==> src/rtl/serial_cmd_engine.sv <==
// rtl/serial_cmd_engine.sv - serial command engine between a UART byte interface and board control logic
//
// Purpose: decodes one-byte opcodes followed by a fixed number of argument
// bytes, drives registered control outputs, replies to VERSION and STATUS,
// and snapshots and streams the histogram words on SEND_HISTOGRAM.
//
// Ports:
//   clk, reset                 clock, synchronous active-high reset
//   rxReady, rxData            received byte strobe and data
//   txBusy                     UART transmitter busy
//   txStart, txData            transmit strobe and byte
//   h_in                       NUM_HIST histogram words, channel k at [k*HIST_W +: HIST_W]
//   resethist                  one-cycle pulse when the histogram is snapshotted
//   disable_line_drivers,
//   enable_debug_outputs,
//   passthrough, vetopmtlast,
//   useInternalTestPulse,
//   useExternalTestPulse       control outputs
//   pll_shifts, updatepll      PLL phase-shift bytes and update pulse
//   cmd_error                  sticky bad-opcode / argument-timeout flag
//   busy                       high whenever the engine is not idle
module serial_cmd_engine #(
  parameter int         NUM_HIST    = 10,
  parameter int         HIST_W      = 32,
  parameter int         NUM_PLL     = 6,
  parameter logic [7:0] FW_VERSION  = 8'd24,
  parameter int         ARG_TIMEOUT = 50000000
) (
  input  logic                       clk,
  input  logic                       reset,
  input  logic                       rxReady,
  input  logic [7:0]                 rxData,
  input  logic                       txBusy,
  output logic                       txStart,
  output logic [7:0]                 txData,
  input  logic [NUM_HIST*HIST_W-1:0] h_in,
  output logic                       resethist,
  output logic                       disable_line_drivers,
  output logic                       enable_debug_outputs,
  output logic                       passthrough,
  output logic [2:0]                 vetopmtlast,
  output logic                       useInternalTestPulse,
  output logic                       useExternalTestPulse,
  output logic [NUM_PLL*8-1:0]       pll_shifts,
  output logic                       updatepll,
  output logic                       cmd_error,
  output logic                       busy
);

  localparam int NBYTES = NUM_HIST * HIST_W / 8;
  localparam int AIW    = $clog2(NUM_PLL + 1);
  localparam int BIW    = $clog2(NBYTES + 1);
  localparam int TOW    = $clog2(ARG_TIMEOUT + 1);

  localparam logic [3:0] OP_VERSION   = 4'd0;
  localparam logic [3:0] OP_SET_OUT   = 4'd1;
  localparam logic [3:0] OP_SET_PLL   = 4'd2;
  localparam logic [3:0] OP_SET_PASS  = 4'd3;
  localparam logic [3:0] OP_SEND_HIST = 4'd4;
  localparam logic [3:0] OP_SET_VETO  = 4'd5;
  localparam logic [3:0] OP_RESET_PLL = 4'd6;
  localparam logic [3:0] OP_SET_TEST  = 4'd7;
  localparam logic [3:0] OP_STATUS    = 4'd8;
  localparam logic [3:0] OP_CLR_ERR   = 4'd9;

  typedef enum logic [2:0] {
    IDLE, ARGS, EXEC, TX_LOAD, TX_HOLD, TX_WAIT, PLLUPD
  } state_e;

  state_e                      r_state;
  logic [3:0]                  r_opcode;
  logic [AIW-1:0]              r_nargs;
  logic [AIW-1:0]              r_arg_idx;
  logic [NUM_PLL*8-1:0]        r_args;
  logic [TOW-1:0]              r_to;
  logic [NUM_HIST*HIST_W-1:0]  r_snap;
  logic [BIW-1:0]              r_byte_idx;
  logic                        r_is_hist;
  logic [7:0]                  r_reply;
  logic [AIW-1:0]              w_nargs_rx;

  function automatic logic [AIW-1:0] f_nargs(input logic [3:0] op);
    case (op)
      OP_SET_OUT, OP_SET_PASS, OP_SET_VETO, OP_SET_TEST: f_nargs = AIW'(1);
      OP_SET_PLL:                                        f_nargs = AIW'(NUM_PLL);
      default:                                           f_nargs = '0;
    endcase
  endfunction

  assign w_nargs_rx = f_nargs(rxData[3:0]);
  assign busy       = (r_state != IDLE);

  always_ff @(posedge clk) begin
    if (reset) begin
      r_state              <= IDLE;
      r_opcode             <= '0;
      r_nargs              <= '0;
      r_arg_idx            <= '0;
      r_args               <= '0;
      r_to                 <= '0;
      r_snap               <= '0;
      r_byte_idx           <= '0;
      r_is_hist            <= 1'b0;
      r_reply              <= '0;
      txStart              <= 1'b0;
      txData               <= '0;
      resethist            <= 1'b0;
      disable_line_drivers <= 1'b0;
      enable_debug_outputs <= 1'b0;
      passthrough          <= 1'b0;
      vetopmtlast          <= 3'b001;
      useInternalTestPulse <= 1'b0;
      useExternalTestPulse <= 1'b0;
      pll_shifts           <= '0;
      updatepll            <= 1'b0;
      cmd_error            <= 1'b0;
    end else begin
      txStart   <= 1'b0;
      resethist <= 1'b0;
      updatepll <= 1'b0;
      case (r_state)
        IDLE: begin
          if (rxReady) begin
            r_arg_idx <= '0;
            r_to      <= '0;
            if (rxData > 8'd9) begin
              // Unknown opcode: NAK and flag, no decode.
              cmd_error <= 1'b1;
              r_reply   <= 8'hFF;
              r_is_hist <= 1'b0;
              r_state   <= TX_LOAD;
            end else begin
              r_opcode <= rxData[3:0];
              r_nargs  <= w_nargs_rx;
              r_state  <= (w_nargs_rx == '0) ? EXEC : ARGS;
            end
          end
        end
        ARGS: begin
          if (rxReady) begin
            r_args[{r_arg_idx, 3'b000} +: 8] <= rxData;
            r_arg_idx <= r_arg_idx + 1'b1;
            r_to      <= '0;
            if (r_arg_idx == r_nargs - 1'b1) r_state <= EXEC;
          end else if (r_to == TOW'(ARG_TIMEOUT - 1)) begin
            // Abandon the command; nothing collected so far is applied.
            cmd_error <= 1'b1;
            r_state   <= IDLE;
          end else begin
            r_to <= r_to + 1'b1;
          end
        end
        EXEC: begin
          r_state    <= IDLE;
          r_is_hist  <= 1'b0;
          r_byte_idx <= '0;
          case (r_opcode)
            OP_VERSION: begin
              r_reply <= FW_VERSION;
              r_state <= TX_LOAD;
            end
            OP_SET_OUT: begin
              disable_line_drivers <= ~r_args[0];
              enable_debug_outputs <= r_args[1];
            end
            OP_SET_PLL: begin
              pll_shifts <= r_args;
              r_state    <= PLLUPD;
            end
            OP_SET_PASS:  passthrough <= (r_args[7:0] != 8'd0);
            OP_SEND_HIST: begin
              r_snap    <= h_in;
              resethist <= 1'b1;
              r_is_hist <= 1'b1;
              r_state   <= TX_LOAD;
            end
            OP_SET_VETO:  vetopmtlast <= r_args[2:0];
            OP_RESET_PLL: begin
              pll_shifts <= '0;
              r_state    <= PLLUPD;
            end
            OP_SET_TEST: begin
              useInternalTestPulse <= r_args[0];
              useExternalTestPulse <= r_args[1];
            end
            OP_STATUS: begin
              r_reply <= {6'b0, passthrough, cmd_error};
              r_state <= TX_LOAD;
            end
            OP_CLR_ERR:   cmd_error <= 1'b0;
            default: ;
          endcase
        end
        TX_LOAD: begin
          if (!txBusy) begin
            txData  <= r_is_hist ? r_snap[{r_byte_idx, 3'b000} +: 8] : r_reply;
            txStart <= 1'b1;
            r_state <= TX_HOLD;
          end
        end
        // One dead cycle so the UART has time to raise txBusy.
        TX_HOLD: r_state <= TX_WAIT;
        TX_WAIT: begin
          if (!txBusy) begin
            if (r_is_hist && (r_byte_idx != BIW'(NBYTES - 1))) begin
              r_byte_idx <= r_byte_idx + 1'b1;
              r_state    <= TX_LOAD;
            end else begin
              r_state <= IDLE;
            end
          end
        end
        PLLUPD: begin
          updatepll <= 1'b1;
          r_state   <= IDLE;
        end
        default: r_state <= IDLE;
      endcase
    end
  end

endmodule

==> config.mk <==
export PLATFORM = sky130hd
export DESIGN_NAME = serial_cmd_engine
export DESIGN_NICKNAME = d
export VERILOG_FILES = /design/src/rtl/serial_cmd_engine.sv
export SDC_FILE = /design/constraint.sdc
export NUM_CORES = 1
export LEC_CHECK = 0
export CAP_MARGIN = 40
export CORE_MARGIN = 2
export CORE_UTILIZATION = 37
export CTS_CLUSTER_SIZE = 30
export DETAILED_ROUTE_END_ITERATION = 16
export SYNTH_ARGS = -nofsm -noshare
export SYNTH_HDL_FRONTEND = slang
export SYNTH_SLANG_ARGS = --single-unit
==> constraint.sdc <==
create_clock -name clk -period 3 [get_ports clk]
set_input_delay 0.6 -clock clk [delete_from_list [all_inputs] [get_ports clk]]
set_output_delay 0.6 -clock clk [all_outputs]
set_load 0.005 [all_outputs]
==> flow_summary.json <==
{
  "status": "finished clean",
  "path_buf_inv": 2,
  "clockBufferDepth": 3,
  "timing_worst_setup_path_type": "register to primary output",
  "grt_pass1_vias": 18245,
  "grt_overflow": 0,
  "clk_latency_ps": 590,
  "synth.top_cells.by_area": "dfxtp_1 47%, nand2_1 13%, a21oi_1 10%",
  "wl_per_cell_um": 18.6,
  "htree_levels": 2,
  "track_usage_pct": 22.3,
  "ys_async_sr_fraction_pct": 0,
  "n_fill_cell": 5330,
  "syn_area_per_cell_um2": 8.44,
  "fin_util_pct": 49.4,
  "drt_iter0_markers": 1410,
  "worstRegToRegCells": 7,
  "synthesis.nets": 2801,
  "totalWireLength_mm": 66.2,
  "hpwlAfterDp_mm": 47.5,
  "slew_viol_final": 0,
  "cts_sinks": 485,
  "critPathMaxFanout": 14,
  "synth_edf_count": 0,
  "hp-class": "primary input to register",
  "synth-seq-cells": 485,
  "ios": 401,
  "max_stage_delay_ps": 470,
  "ys_warn_count": 0,
  "routabilityCongestion": 0.859,
  "fmax_mhz": 375,
  "drive_above_1_share_pct": 8.91,
  "cp_top_family": "buffers and inverters",
  "start_util_pct": 37.5,
  "synth_top_family_by_area": "simple AND/OR/NAND/NOR gates",
  "worstPathRequired_ps": 2400,
  "synthAdderAreaFrac_pct": 0.542,
  "cts_resized": 0,
  "min_from": "reset",
  "numCtsBuffers": 52,
  "core.rowCount": 86,
  "timing.rr.end": "r_to[13]$_SDFFE_PP0P_",
  "synthDistinctLibCells": 77,
  "cp-start-kind": "register",
  "grt_pass1_wl_mm": 101,
  "fin_nets": 3107,
  "synth_compound_area_share_pct": 14.9,
  "die_area_um2": 58000,
  "synthMostInstantiatedCell": "nand2_1",
  "period_share_pct": 88.9,
  "finalPower_uw": 15300,
  "antenna_found_initial": 3,
  "switching_share_pct": 24.4,
  "synthSimpleGateAreaFrac_pct": 21.4,
  "ant_nets": 0,
  "pre_cts_ws_ps": 322,
  "postCtsSetupBuffers": 0,
  "vias": 18760,
  "coreArea_um2": 55300,
  "layout_setup_ws_ps": 334,
  "r2r_slack_ps": 420,
  "finalSetupTns_ps": 0,
  "combPwrFrac_pct": 11.6,
  "holdPathEnd": "resethist$_SDFF_PP0_",
  "yosysTopAreaCell": "dfxtp_1",
  "hold-path-cell-count": 2,
  "setup_viol": 0,
  "ys_seq_area_share_pct": 46.8,
  "post_layout_nonfiller_instances": 3557,
  "gr-max-usage-layer": "met2",
  "ys_top_cells_by_count": "727 x nand2_1, 485 x dfxtp_1, 433 x a21oi_1",
  "worst_slew_pin_slew_ps": 868,
  "r2r_start": "r_to[0]$_SDFFE_PP0P_",
  "dr.pass1.iters": 5,
  "met3_usage_pct": 3.47,
  "die_w_um": 241,
  "period_minus_slack_ps": 2670,
  "p_clk_share_pct": 44.9,
  "syn_to_final_growth_pct": 31.7,
  "grt_max_degree": 188,
  "dp.cells": 3460,
  "sequentialPowerShare_pct": 43.5,
  "met1_usage_pct": 29.0,
  "critPathArrivalTime_ps": 2070,
  "drc": 0,
  "synthCells": 2460,
  "synth_xor_area_share_pct": 0.169,
  "multi_input_area_um2": 10100,
  "cts_root_buf": "clkbuf_16",
  "relSlewSlack_pct": 42.2,
  "routed_via_density": 5.27,
  "p_per_area_nw_per_um2": 560,
  "hold_buffers": 0,
  "met2_usage_pct": 36.8,
  "max_cap_violations": 0,
  "ir_drop_v": 0.000502,
  "p_int_uw": 11600,
  "endpoint_kind": "primary output",
  "yosysTopAreaCellShare_pct": 46.8,
  "syn-cell-area_um2": 20800,
  "switchingPower_uw": 3740,
  "clock_skew_ps": 13.4,
  "slowest_stage": "clkdlybuf4s50_1",
  "tritoncts": "done",
  "io_buffers": 400,
  "leakagePower_uw": 0.00926,
  "hold_viol": 0,
  "crit_chain": "buf_4 -> or3_1 -> clkdlybuf4s50_1",
  "clk_pin_slew_ps": 60,
  "synthMuxAreaShare_pct": 11.8,
  "ys.flop_type": "dfxtp_1",
  "rsz0062_at_grt": "no",
  "seqCellArea_um2": 9720,
  "chipHeight_um": 241
}
## worst max path at each step
stage | startpoint | endpoint | slack [ps] | cells after the start
after floorplan | r_arg_idx[0]$_SDFFE_PP0P_ | r_args[0]$_SDFFE_PP0P_ | 680 | 9
after global placement | rxData[4] | r_opcode[1]$_SDFFE_PP0P_ | 430 | 7
after detailed placement | rxData[4] | r_opcode[1]$_SDFFE_PP0P_ | 320 | 7
after CTS | r_state[2]$_SDFFE_PP0P_ | busy | 290 | 3
after global routing | r_state[2]$_SDFFE_PP0P_ | busy | 250 | 3
final | r_state[2]$_SDFFE_PP0P_ | busy | 330 | 3
## power groups by stage
stage,Clock [µW],Sequential (µW),Combinational (µW)
2_1_floorplan,0,6730,937
3_3_place_gp,0,6800,1740
3_5_place_dp,0,6800,1760
4_1_cts,7010,6660,1770
5_1_grt,7260,6670,1910
6_report,6880,6660,1780
## layer usage
metal  part of all wire (%)  vias up
li1                       -     9106
met1                     44     8995
met2                     47      538
met3                    5.5      121
met4                    3.7        0
met5                      0        -
## flip-flops by register name (all words and copies together), names as in the netlist, 2 cells and up
signal / cells
r_to: 26
pll_shifts: 48
r_arg_idx: 3
r_snap: 320
r_reply: 4
r_args: 48
r_byte_idx: 6
r_opcode: 4
txData: 8
r_nargs: 2
vetopmtlast: 3
r_state: 3
## area by class of cell
class / instances / share of cell area (%)
multi-input cells: 1757 / 37.1
flip-flops and latches: 485 / 35.6
repair buffers: 454 / 17.0
clock buffers: 71 / 5.54
well taps: 748 / 3.42
clock inverters: 23 / 1.19
inverters: 16 / 0.220
diodes: 3 / 0.0275
## through the flow
step | cell area (µm²) | hold WS, ps
2_1_floorplan | 20800 | 427
3_3_place_gp | 25400 | 439
3_5_place_dp | 25500 | 443
4_1_cts | 27300 | 366
5_1_grt | 27300 | 396
6_report | 27300 | 373
## placed cells by master (no fill, tap or decap), types with 12 or more instances in the layout
| cell type | count |
|---|---|
| clkinv_2 | 12 |
| dfxtp_1 | 482 |
| o21ai_0 | 28 |
| buf_4 | 37 |
| clkdlybuf4s50_1 | 399 |
| inv_1 | 15 |
| clkbuf_16 | 53 |
| nand2_1 | 726 |
| nor2_1 | 114 |
| buf_12 | 16 |
| clkbuf_8 | 12 |
| or3_1 | 12 |
| mux2i_1 | 56 |
| nor3_1 | 17 |
| a21oi_1 | 433 |
| nand3_1 | 48 |
| nand4_1 | 14 |
| mux4_2 | 80 |
| and3_1 | 58 |
## cells by family after synthesis
kind of cell | after synthesis
muxes | 143
and+or+nand+nor | 1049
xor gates and xnor gates | 4
DFF | 485
AOI/OAI and AO/OA | 552
adders and majority gates | 9
buffers and inverters | 218
No activity file was read; power rests on OpenSTA's default activity.
